File: src/rtl/ifu_fetch_pkg.sv
// Shared types and constants for the instruction fetch unit.
package ifu_fetch_pkg;

    localparam int unsigned XLEN    = 32;
    localparam int unsigned TIMER_W = 8;

    localparam logic [XLEN-1:0] RESET_PC_DEFAULT = 32'h0000_3000;
    localparam logic [1:0]      ALIGN_MASK       = 2'b00;

    typedef enum logic [1:0] {
        ST_RESET = 2'd0,
        ST_REQ   = 2'd1,
        ST_HOLD  = 2'd2,
        ST_HALT  = 2'd3
    } state_t;

    // True when the address is a legal word-aligned fetch target.
    function automatic logic is_aligned(input logic [XLEN-1:0] addr);
        return addr[1:0] == ALIGN_MASK;
    endfunction

endpackage

File: src/rtl/ifu_timeout_ctr.sv
// Counts cycles spent waiting for imem_ack; expire_c flags the last allowed cycle.
module ifu_timeout_ctr
    import ifu_fetch_pkg::*;
#(
    parameter int unsigned TIMEOUT = 16
) (
    input  logic clk,
    input  logic rst_n,
    input  logic clr,
    input  logic en,
    output logic expire_c
);

    logic [TIMER_W-1:0] count;

    // Wait counter: clear has priority over counting.
    always_ff @(posedge clk or negedge rst_n) begin
        if (!rst_n) begin
            count <= '0;
        end else if (clr) begin
            count <= '0;
        end else if (en) begin
            count <= count + TIMER_W'(1);
        end
    end

    assign expire_c = en && (count == TIMER_W'(TIMEOUT - 1));

endmodule

File: src/rtl/ifu_fetch.sv
// Instruction fetch unit: holds the PC, runs the imem handshake, hands words to decode.
module ifu_fetch
    import ifu_fetch_pkg::*;
#(
    parameter logic [XLEN-1:0] RESET_PC = RESET_PC_DEFAULT,
    parameter int unsigned     TIMEOUT  = 16
) (
    input  logic            clk,
    input  logic            rst_n,
    input  logic [XLEN-1:0] npc_in,
    input  logic            instr_ready,
    input  logic            imem_ack,
    input  logic [XLEN-1:0] imem_rdata,
    output logic            imem_req,
    output logic [XLEN-1:0] imem_addr,
    output logic [XLEN-1:0] pc_out,
    output logic [XLEN-1:0] instr_out,
    output logic            instr_valid,
    output logic            fault,
    output logic [XLEN-1:0] fault_pc
);

    state_t          state, state_n;
    logic [XLEN-1:0] pc_n, instr_n, fault_pc_n;
    logic            valid_n, req_n, fault_n;
    logic            expire_c;

    // Timer runs only in REQ; any other state or an ack restarts it from zero.
    ifu_timeout_ctr #(
        .TIMEOUT (TIMEOUT)
    ) u_timeout_ctr (
        .clk      (clk),
        .rst_n    (rst_n),
        .clr      (imem_ack || (state != ST_REQ)),
        .en       (state == ST_REQ),
        .expire_c (expire_c)
    );

    // State and registered outputs.
    always_ff @(posedge clk or negedge rst_n) begin
        if (!rst_n) begin
            state       <= ST_RESET;
            pc_out      <= RESET_PC;
            instr_out   <= '0;
            instr_valid <= 1'b0;
            imem_req    <= 1'b0;
            fault       <= 1'b0;
            fault_pc    <= '0;
        end else begin
            state       <= state_n;
            pc_out      <= pc_n;
            instr_out   <= instr_n;
            instr_valid <= valid_n;
            imem_req    <= req_n;
            fault       <= fault_n;
            fault_pc    <= fault_pc_n;
        end
    end

    // Next-state and next-output logic; ack beats a simultaneous timeout.
    always_comb begin
        state_n    = state;
        pc_n       = pc_out;
        instr_n    = instr_out;
        valid_n    = instr_valid;
        req_n      = 1'b0;
        fault_n    = fault;
        fault_pc_n = fault_pc;

        case (state)
            ST_RESET: begin
                state_n = ST_REQ;
                req_n   = 1'b1;
            end
            ST_REQ: begin
                if (imem_ack) begin
                    instr_n = imem_rdata;
                    valid_n = 1'b1;
                    state_n = ST_HOLD;
                end else if (expire_c) begin
                    fault_n    = 1'b1;
                    fault_pc_n = pc_out;
                    state_n    = ST_HALT;
                end else begin
                    req_n = 1'b1;
                end
            end
            ST_HOLD: begin
                if (instr_ready) begin
                    valid_n = 1'b0;
                    if (!is_aligned(npc_in)) begin
                        fault_n    = 1'b1;
                        fault_pc_n = npc_in;
                        state_n    = ST_HALT;
                    end else begin
                        pc_n    = npc_in;
                        req_n   = 1'b1;
                        state_n = ST_REQ;
                    end
                end
            end
            ST_HALT: begin
                state_n = ST_HALT;
            end
            default: begin
                state_n = ST_HALT;
            end
        endcase
    end

    assign imem_addr = pc_out;

endmodule

File: config.mk
export PLATFORM = sky130hd
export DESIGN_NAME = ifu_fetch
export DESIGN_NICKNAME = d
export VERILOG_FILES = /design/src/rtl/ifu_fetch_pkg.sv /design/src/rtl/ifu_timeout_ctr.sv /design/src/rtl/ifu_fetch.sv
export SDC_FILE = /design/constraint.sdc
export NUM_CORES = 1
export LEC_CHECK = 0
export BUFFER_PORTS_ARGS = -buffer_cell sky130_fd_sc_hd__buf_4
export CORE_MARGIN = 2
export CORE_UTILIZATION = 48
export CTS_CLUSTER_SIZE = 16
export DETAILED_ROUTE_END_ITERATION = 7
export PLACE_DENSITY = 0.87
export SYNTH_ARGS = -nofsm -noshare
export SYNTH_HDL_FRONTEND = slang
export SYNTH_SLANG_ARGS = --single-unit
export TNS_END_PERCENT = 100
File: constraint.sdc
create_clock -name clk -period 2.41 [get_ports clk]
set_input_delay 0.482 -clock clk [delete_from_list [all_inputs] [get_ports clk]]
set_output_delay 0.482 -clock clk [all_outputs]
set_load 0.02 [all_outputs]
Yosys cells after proc, flatten, opt, wreduce, memory -nomap -nowiden
Index checks and enable logic that the tools add are counted.

Add/sub/neg operators: 1. Equality and inequality tests: 11. Multiplexer cells: 25. Reductions and logical operators: 11.

Operators with widths (number): two-way mux 32 bit (4); case mux 32 bit (2 select lines) (1); two-way mux 8 bit (2); two-way mux 1 bit (10); inequality test 2 bit (second input constant) (5); adder 8 x 1 -> 8 bit (second input constant) (1); == test 8 x 4 -> 1 bit (second input constant) (1); two-way mux 2 bit (4); case mux 2 bit (4 select lines) (1); AND reduction 3 bit (2); AND reduction 5 bit (1); == test 2 bit (second input constant) (2); logical NOT 2 bit (2); case mux 1 bit (2 select lines) (2); AND reduction 2 bit (2); nonzero test 2 bit (2); inequality test 3 bit (second input constant) (1); case mux 1 bit (3 select lines) (1); == test 2 x 1 -> 1 bit (second input constant) (1); inequality test 2 x 1 -> 1 bit (second input constant) (1); logical AND 1 bit (1); logical OR 1 bit (1).

Flip-flop bits (word level): 109. Input bits: 68. Output and inout port bits: 131. Logic and storage cells: 56.

Depth between registers and ports, before layout
Gate-level depths: netlist of the first run.

Depth in word-level cells: 5. Gate-level depth with buffers: 6. Gate-level depth less buffers: 5.

Cells and area by module
From an unflattened synthesis of the first run, not the netlist that was laid out.

Cell total of the unflattened synthesis: 339. Area total of the unflattened synthesis: 4845.9 um^2.

By module, submodules not included: ifu_fetch (times used 1, cells each 299, area an instance 4431.8 um^2, sequential area each 2529.9 um^2); ifu_timeout_ctr (times used 1, cells each 40, area an instance 414.1 um^2, sequential area each 200.2 um^2).

Worst setup path after synthesis of the first run
Ideal clock, no wire load.

Kind: reg-to-reg. Start point: register u_timeout_ctr.count[5]. End point: register fault_pc[10]. Library setup time: 0.125 ns. Arrival: 1.664 ns. Required time: 2.285 ns. Setup slack: 0.621 ns. Cell stages (with the launch flop): 6. Buffers on the path: 1. Clock period less this slack: 1.789 ns. Cells stage by stage: dfrtp_1 > or4_4 > nor3_4 > nor2_2 > buf_12 > mux2_4.

Cells in the longest elaborated chain, start to end: 4.

Ends and longest elaborated chain: from (decl) (RTL line ifu_timeout_ctr.sv:14) `logic [TIMER_W-1:0] count;`; from (signal assigned) (RTL line ifu_timeout_ctr.sv:23) `count <= count + TIMER_W'(1);`; == test 8 x 4 -> 1 bit (RTL line ifu_timeout_ctr.sv:27) `assign expire_c = en && (count == TIMER_W'(TIMEOUT - 1));`; logical AND 1 bit (RTL line ifu_timeout_ctr.sv:27); inequality test 2 bit (no source line); AND reduction 5 bit (no source line); to (signal assigned) (RTL line ifu_fetch.sv:56) `fault_pc <= fault_pc_n;`; to (decl) (RTL line ifu_fetch.sv:20) `output logic [XLEN-1:0] fault_pc`.

Every way passes these cells. A chain may end at the register's enable or synchronous reset.

Worst setup path after layout of the first run
Start point: register u_timeout_ctr.count[0]. End point: register fault_pc[31].

The elaborated chain is that of the path after synthesis.

==> results.rst, run 1 <==
.. list-table::
   :header-rows: 1

   * - Metric
     - Value
   * - Outcome
     - complete, no violations
   * - HPWL Detailed
     - 7680 um
   * - Setup TNS
     - 0 ps
   * - Final Hold Viols
     - 0
   * - Post-synthesis to final-layout area growth
     - 33.1%
   * - Worst slack at placement
     - 188 ps
   * - Unrepaired setup endpoints after global routing
     - no
   * - Clock tree from TritonCTS
     - built
   * - Sink Count
     - 109
   * - Highest clock frequency the design can meet
     - 463 MHz
   * - Layout fillers
     - 727
   * - Cell-by-cell trace of the critical path
     - ha_1 -> nand3_1 -> nor3_4 -> nor2_4 -> buf_12 -> mux2_2
   * - Leak
     - 0.00351 uW
   * - Total of buffers placed on input and output ports
     - 198
   * - Type of the tightest min-delay check
     - in -> async
   * - Remaining global-route overflow
     - 0
   * - Largest net degree at the start of global routing
     - 35
   * - Vias in the first global route
     - 3399
   * - Number of nets still failing antenna checks after routing
     - 0
   * - Sequential cell area fraction in the yosys report
     - 0.558
   * - Count of different cell masters after synthesis
     - 30
   * - Number of H-tree branching levels
     - 3
   * - Power density relative to cell area
     - 750 nW/um^2
   * - Area taken by flip-flops and latches
     - 2730 um^2
   * - Layout Utilization
     - 0.663
   * - Arrival time at the worst endpoint
     - 2410 ps
   * - Post-synth top area share
     - 0.547
   * - Global-route wire length before repair
     - 16900 um
   * - Number of rows created at floorplan
     - 36
   * - Diode insertion count for antenna repair
     - 0
   * - Net count, final
     - 566
   * - Required time of the critical path
     - 2660 ps
   * - Startpoint of the lowest-slack register-to-register path
     - u_timeout_ctr.count[0]
   * - Via count of the routed design
     - 3138
   * - Net count after synthesis
     - 394
   * - # resized after CTS
     - 0
   * - Routed via count divided by cell count
     - 4.94
   * - Iteration-0 DRC count of the detailed router
     - 94
   * - DRC violations left
     - 0
   * - Capture point of the worst reg-to-reg path
     - fault_pc[31]
   * - Cts bufs inserted
     - 9
   * - Maximum count of clock buffers along a single path
     - 2
   * - Floorplan die width
     - 105 um
   * - Routed wirelength normalized by instance count
     - 16.5 um
   * - Final critical path time including I/O delays and setup
     - 2160 ps
   * - Initial core utilization
     - 0.498
   * - Die Outline Area
     - 11000 um^2
   * - Worst clock skew
     - 8.65 ps
   * - Die boundary height
     - 105 um
   * - Crit path kind
     - reg -> reg
   * - Global placer's final weighted congestion
     - 0.744
   * - Final setup viols
     - 0
   * - Worst-path cell with the longest stage delay
     - nor2_4
   * - Share of the clock period used by the worst path
     - 0.896
   * - Insertion delay of the later-clocked pin in the worst-skew pair
     - 360 ps
   * - Initial antenna violation count
     - 0
   * - Global-route total usage across every layer
     - 0.193
   * - Total area of multi-input combinational cells
     - 1820 um^2
   * - Clock-pin slew on the worst setup and hold paths
     - 100 ps
   * - Number of pins with negative max-slew slack in the final report
     - 0
   * - Worst path setup slack after routing
     - 251 ps
   * - Buffer cell driving the clock tree root
     - clkbuf_8
   * - Routed wire length
     - 10500 um
   * - Syn Area/Cell
     - 15.1 um^2
   * - Synth Warn #
     - 0
   * - Final worst hold slack
     - 63.0 ps
   * - Endpoint class of the critical path
     - register
   * - Iteration count of the initial detailed-routing pass
     - 4
   * - Hold Buf Count CTS
     - 0
   * - Netlist area before placement
     - 4890 um^2
   * - Category of the worst setup path launch point
     - register
   * - R2r worst-path depth
     - 6
   * - Crit path max fanout
     - 18
   * - Number of instances in the synthesized netlist
     - 325
   * - Fraction of layout cells with a size suffix above 1
     - 0.711
   * - Max-slew headroom at the worst pin
     - 0.574
   * - Peak per-stage delay on the critical path
     - 500 ps
   * - Post-synth top area cell
     - dfrtp_1
   * - Reported max-cap violation count
     - 0
   * - VDD IR-drop max
     - 458 uV
   * - Core ar.
     - 9820 um^2
   * - # Post-CTS Setup Buffers
     - 0
   * - Reg-to-reg setup timing slack
     - 250 ps
   * - Number of top-level pins
     - 199
   * - #FFs+latches synth
     - 109
   * - Worst Tran Pin Value
     - 638 ps
   * - Biggest area contributors in the synthesized netlist
     - dfrtp_1, mux2_2, mux2_4
==> area by class of cell <==
cell class              count  share of cell area
clock buffers              12              0.0254
clock inverters             4             0.00692
inverters                   1            0.000576
multi-input cells         169               0.280
flip-flops and latches    109               0.419
well taps                 133              0.0255
repair buffers            207               0.242
==> kinds of logic (layout without fill, tap and decap cells) <==
| group | count (synthesis) | in the layout | share of synthesized area |
|---|---|---|---|
| muxes | 126 | 126 | 0.313 |
| xor gates and xnor gates | 6 | 6 | 0.0107 |
| buffers and inverters | 47 | 224 | 0.0711 |
| DFF | 109 | 109 | 0.558 |
| AOI/OAI and AO/OA | 5 | 5 | 0.00664 |
| and+or+nand+nor | 31 | 31 | 0.0383 |
| adders and majority gates | 1 | 1 | 0.00256 |
==> worst max-delay path by stage <==
stage / from / end / slack [ps]
after floorplan: u_timeout_ctr.count[5] / fault_pc[10] / 620
after global placement: npc_in[1] / fault_pc[31] / 230
after detailed placement: npc_in[1] / fault_pc[31] / 190
after CTS: u_timeout_ctr.count[0] / fault_pc[31] / 210
after global routing: u_timeout_ctr.count[0] / fault_pc[31] / 120
final: u_timeout_ctr.count[0] / fault_pc[31] / 250
==> report_power, final <==
part	total (uW)	switching, uW	internal (uW)
registers	2300	188	2110
clock network	1150	592	562
logic	1440	696	739
==> Yosys cell counts, drive strengths merged <==
cell / n
nor2: 13
mux2: 126
nand2: 2
o21a: 3
nand2b: 1
inv: 1
buf: 41
dfrtp: 107
nor3b: 1
nand3: 4
xnor2: 2
ha: 1
or3b: 1
nor3: 1
clkbuf: 5
or4: 1
a21oi: 1
and2: 2
nand4b: 1
and3: 2
nor2b: 1
xor2: 4
or3: 1
o21ai: 1
dfstp: 2
==> cell usage in the layout, fill, tap and decap left out, drive strengths merged <==
master  Yosys  final
dfrtp     107    107
dfstp       2      2
inv         1      1
or4         1      1
mux2      126    126
nand2b      1      1
clkinv      0      3
nor2       13     13
nand3       4      4
o21ai       1      1
bufinv      0      1
and2        2      2
nor3b       1      1
and3        2      2
or3         1      1
nand4b      1      1
nor2b       1      1
o21a        3      3
a21oi       1      1
buf        41    207
nand2       2      2
xor2        4      4
clkbuf      5     12
xnor2       2      2
nor3        1      1
ha          1      1
or3b        1      1
==> through the flow <==
| stage | total power, uW | cell area (um^2) | std cells |
|---|---|---|---|
| after floorplan | 3090 | 4890 | 325 |
| after global placement | 3740 | 6300 | 619 |
| after detailed placement | 3780 | 6300 | 619 |
| after CTS | 4940 | 6510 | 635 |
| after global routing | 5090 | 6510 | 635 |
| final | 4890 | 6510 | 635 |
==> worst max-delay path, delay by kind of cell (launching register included) <==
family,cells,cell delay (ps)
adders and majority gates,1,240
buffers and inverters,1,270
DFF,1,410
muxes,1,350
and+or+nand+nor,3,770
==> metal layers <==
metal	vias to the layer above	global-route usage	share of wire
met4	0	0.0695	0.011
met3	8	0.0580	0.088
met5	-	0	0
met1	1549	0.245	0.41
met2	145	0.313	0.49
li1	1436	-	-
==> sequential cells by signal, indices dropped and copies added (netlist names) <==
name	cells
state	2
imem_req	1
instr_valid	1
u_timeout_ctr.count	8
fault_pc	32
imem_addr	32
fault	1
instr_out	32
Power figures use the tool's default switching activity.
==> run 2, diff against run 1 <==
Settings changed: CELL_PAD_IN_SITES_DETAIL_PLACEMENT set to 1, CELL_PAD_IN_SITES_GLOBAL_PLACEMENT set to 1, CORE_UTILIZATION 48 to 38, GPL_TIMING_DRIVEN set to 0.
==> results.rst, run 2 (synthesized netlist as in run 1, its figures left out) <==
.. list-table::
   :header-rows: 1

   * - Metric
     - Value
   * - Routed wirelength normalized by instance count
     - 17.6 um
   * - Largest net degree at the start of global routing
     - 110
   * - Crit path kind
     - reg -> reg
   * - Arrival time at the worst endpoint
     - 2310 ps
   * - Routed via count divided by cell count
     - 4.69
   * - Post-synthesis to final-layout area growth
     - 41.5%
   * - Outcome
     - complete, no violations
   * - Sink Count
     - 109
   * - Leak
     - 0.00372 uW
   * - VDD IR-drop max
     - 424 uV
   * - Commonest cells after routing, fill and taps aside
     - buf_4, dfrtp_1, mux2_2
   * - Initial core utilization
     - 0.388
   * - Buffer cell driving the clock tree root
     - clkbuf_16
   * - Global-route total usage across every layer
     - 0.187
   * - Worst path setup slack after routing
     - 329 ps
   * - Most common library cell in the layout ignoring fill and taps
     - buf_4
   * - Category of the worst setup path launch point
     - register
   * - Setup TNS
     - 0 ps
   * - Number of H-tree branching levels
     - 3
   * - Die boundary height
     - 117 um
   * - Clock tree from TritonCTS
     - built
   * - Sequential fraction of design power
     - 0.438
   * - DRC violations left
     - 0
   * - Combinational share of power
     - 0.290
   * - Hold Buf Count CTS
     - 0
   * - Number of pins with negative max-slew slack in the final report
     - 0
   * - Floorplan die width
     - 117 um
   * - Number of nets still failing antenna checks after routing
     - 0
   * - Category of cells accounting for the largest share of critical-path delay
     - buffers and inverters
   * - Cell internal power dissipation
     - 3660 uW
   * - Crit path max fanout
     - 10
   * - Buffers and inverters on the worst path
     - 2
   * - Reported max-cap violation count
     - 0
   * - Worst slack at placement
     - 77.7 ps
   * - HPWL Detailed
     - 9510 um
   * - Area taken by flip-flops and latches
     - 2730 um^2
   * - Initial antenna violation count
     - 0
   * - Die Outline Area
     - 13800 um^2
   * - Iteration count of the initial detailed-routing pass
     - 3
   * - Endpoint class of the critical path
     - register
   * - Max-slew headroom at the worst pin
     - 0.560
   * - Remaining global-route overflow
     - 0
   * - Routed wire length
     - 12600 um
   * - Worst-path cell with the longest stage delay
     - buf_1
   * - # Post-CTS Setup Buffers
     - 0
   * - Iteration-0 DRC count of the detailed router
     - 106
   * - Total area of multi-input combinational cells
     - 1820 um^2
   * - Diode insertion count for antenna repair
     - 0
   * - Insertion delay of the later-clocked pin in the worst-skew pair
     - 340 ps
   * - Final critical path time including I/O delays and setup
     - 2080 ps
   * - Highest clock frequency the design can meet
     - 481 MHz
   * - Cts bufs inserted
     - 9
   * - Global placer's final weighted congestion
     - 0.731
   * - Number of top-level pins
     - 199
   * - Maximum count of clock buffers along a single path
     - 2
   * - Clock-pin slew on the worst setup and hold paths
     - 70 ps
   * - Fraction of layout cells with a size suffix above 1
     - 0.712
   * - Type of the tightest min-delay check
     - in -> reg
   * - Worst clock skew
     - 4.16 ps
   * - Peak per-stage delay on the critical path
     - 540 ps
   * - Vias in the first global route
     - 3817
   * - Global-route wire length before repair
     - 20200 um
   * - Worst Tran Pin Value
     - 660 ps
   * - Net count, final
     - 605
   * - Layout fillers
     - 1296
   * - Unrepaired setup endpoints after global routing
     - no
   * - Via count of the routed design
     - 3346
   * - Final Hold Viols
     - 0
   * - Share of the clock period used by the worst path
     - 0.863
   * - Power density relative to cell area
     - 758 nW/um^2
   * - Cell-by-cell trace of the critical path
     - nand2b_1 -> buf_2 -> buf_1 -> mux2_2 -> mux2_4
   * - Core ar.
     - 12600 um^2
   * - Final setup viols
     - 0
   * - Switching share of power
     - 0.303
   * - Total of buffers placed on input and output ports
     - 198
   * - Part of the total power dissipated in the clock network
     - 0.271
   * - Required time of the critical path
     - 2640 ps
   * - Net Sw Power
     - 1590 uW
   * - Number of rows created at floorplan
     - 41
   * - # resized after CTS
     - 0
[run 2: changes by cell type in the layout (fill, tap and decap cells not counted), sizes merged]
cell,delta
buf,+33
bufinv,-1
clkbuf,+4
clkinv,-1
clkinvlp,+2
dlygate4sd3,+1
inv,+1
[run 2: final cells by class]
cell class | count | area share
plain buffers | 46 | 0.0497
clock buffers | 11 | 0.0365
clock inverters | 5 | 0.00488
inverters | 1 | 0.000542
multi-input cells | 169 | 0.262
flip-flops and latches | 109 | 0.394
well taps | 172 | 0.0311
repair buffers | 200 | 0.221
[run 2: metal layers]
metal	vias up	routed length, um	track usage
met5	-	0	0
met3	14	1150	0.0727
met1	1671	4620	0.197
li1	1516	-	-
met4	0	200	0.0715
met2	145	6620	0.334
[run 2: power by group through the flow]
stage	clock, uW	sequential, uW	combinational (uW)
final	1430	2300	1520
after global placement	0	2310	1490
after floorplan	0	2640	447
after detailed placement	0	2340	1530
after CTS	1480	2310	1540
after global routing	1540	2340	1610
[run 2: worst register-to-register path, cell delays in order, from the launching register on]
cell and delay (ps):
dfrtp_1 410, nand2b_1 120, buf_2 230, buf_1 540, mux2_2 410, mux2_4 260
[run 2: path summary, 6_finish.rpt]
path / startpoint / slack [ps] / depth (start not counted) / endpoint
worst min register to register: u_timeout_ctr.count[0] / 460 / 1 / u_timeout_ctr.count[0]
worst min-delay path: imem_rdata[29] / 370 / 2 / instr_out[29]
min in group asynchronous: rst_n / 500 / 2 / instr_out[14]
max in group asynchronous: rst_n / 1190 / 3 / imem_addr[12]
worst max register to register: state[0] / 330 / 5 / fault_pc[29]
worst max-delay path: state[0] / 330 / 5 / fault_pc[29]
[run 2: through the flow]
| step | area [um^2] | hold slack, ps | util | total power [uW] | std cells |
|---|---|---|---|---|---|
| final | 6920 | 365 | 0.549 | 5250 | 713 |
| after global placement | 6600 | 438 | 0.523 | 3800 | 695 |
| after floorplan | 4890 | 186 | - | 3090 | 325 |
| after CTS | 6880 | 348 | 0.545 | 5320 | 711 |
| after detailed placement | 6600 | 453 | 0.523 | 3870 | 695 |
| after global routing | 6920 | 352 | 0.549 | 5490 | 713 |
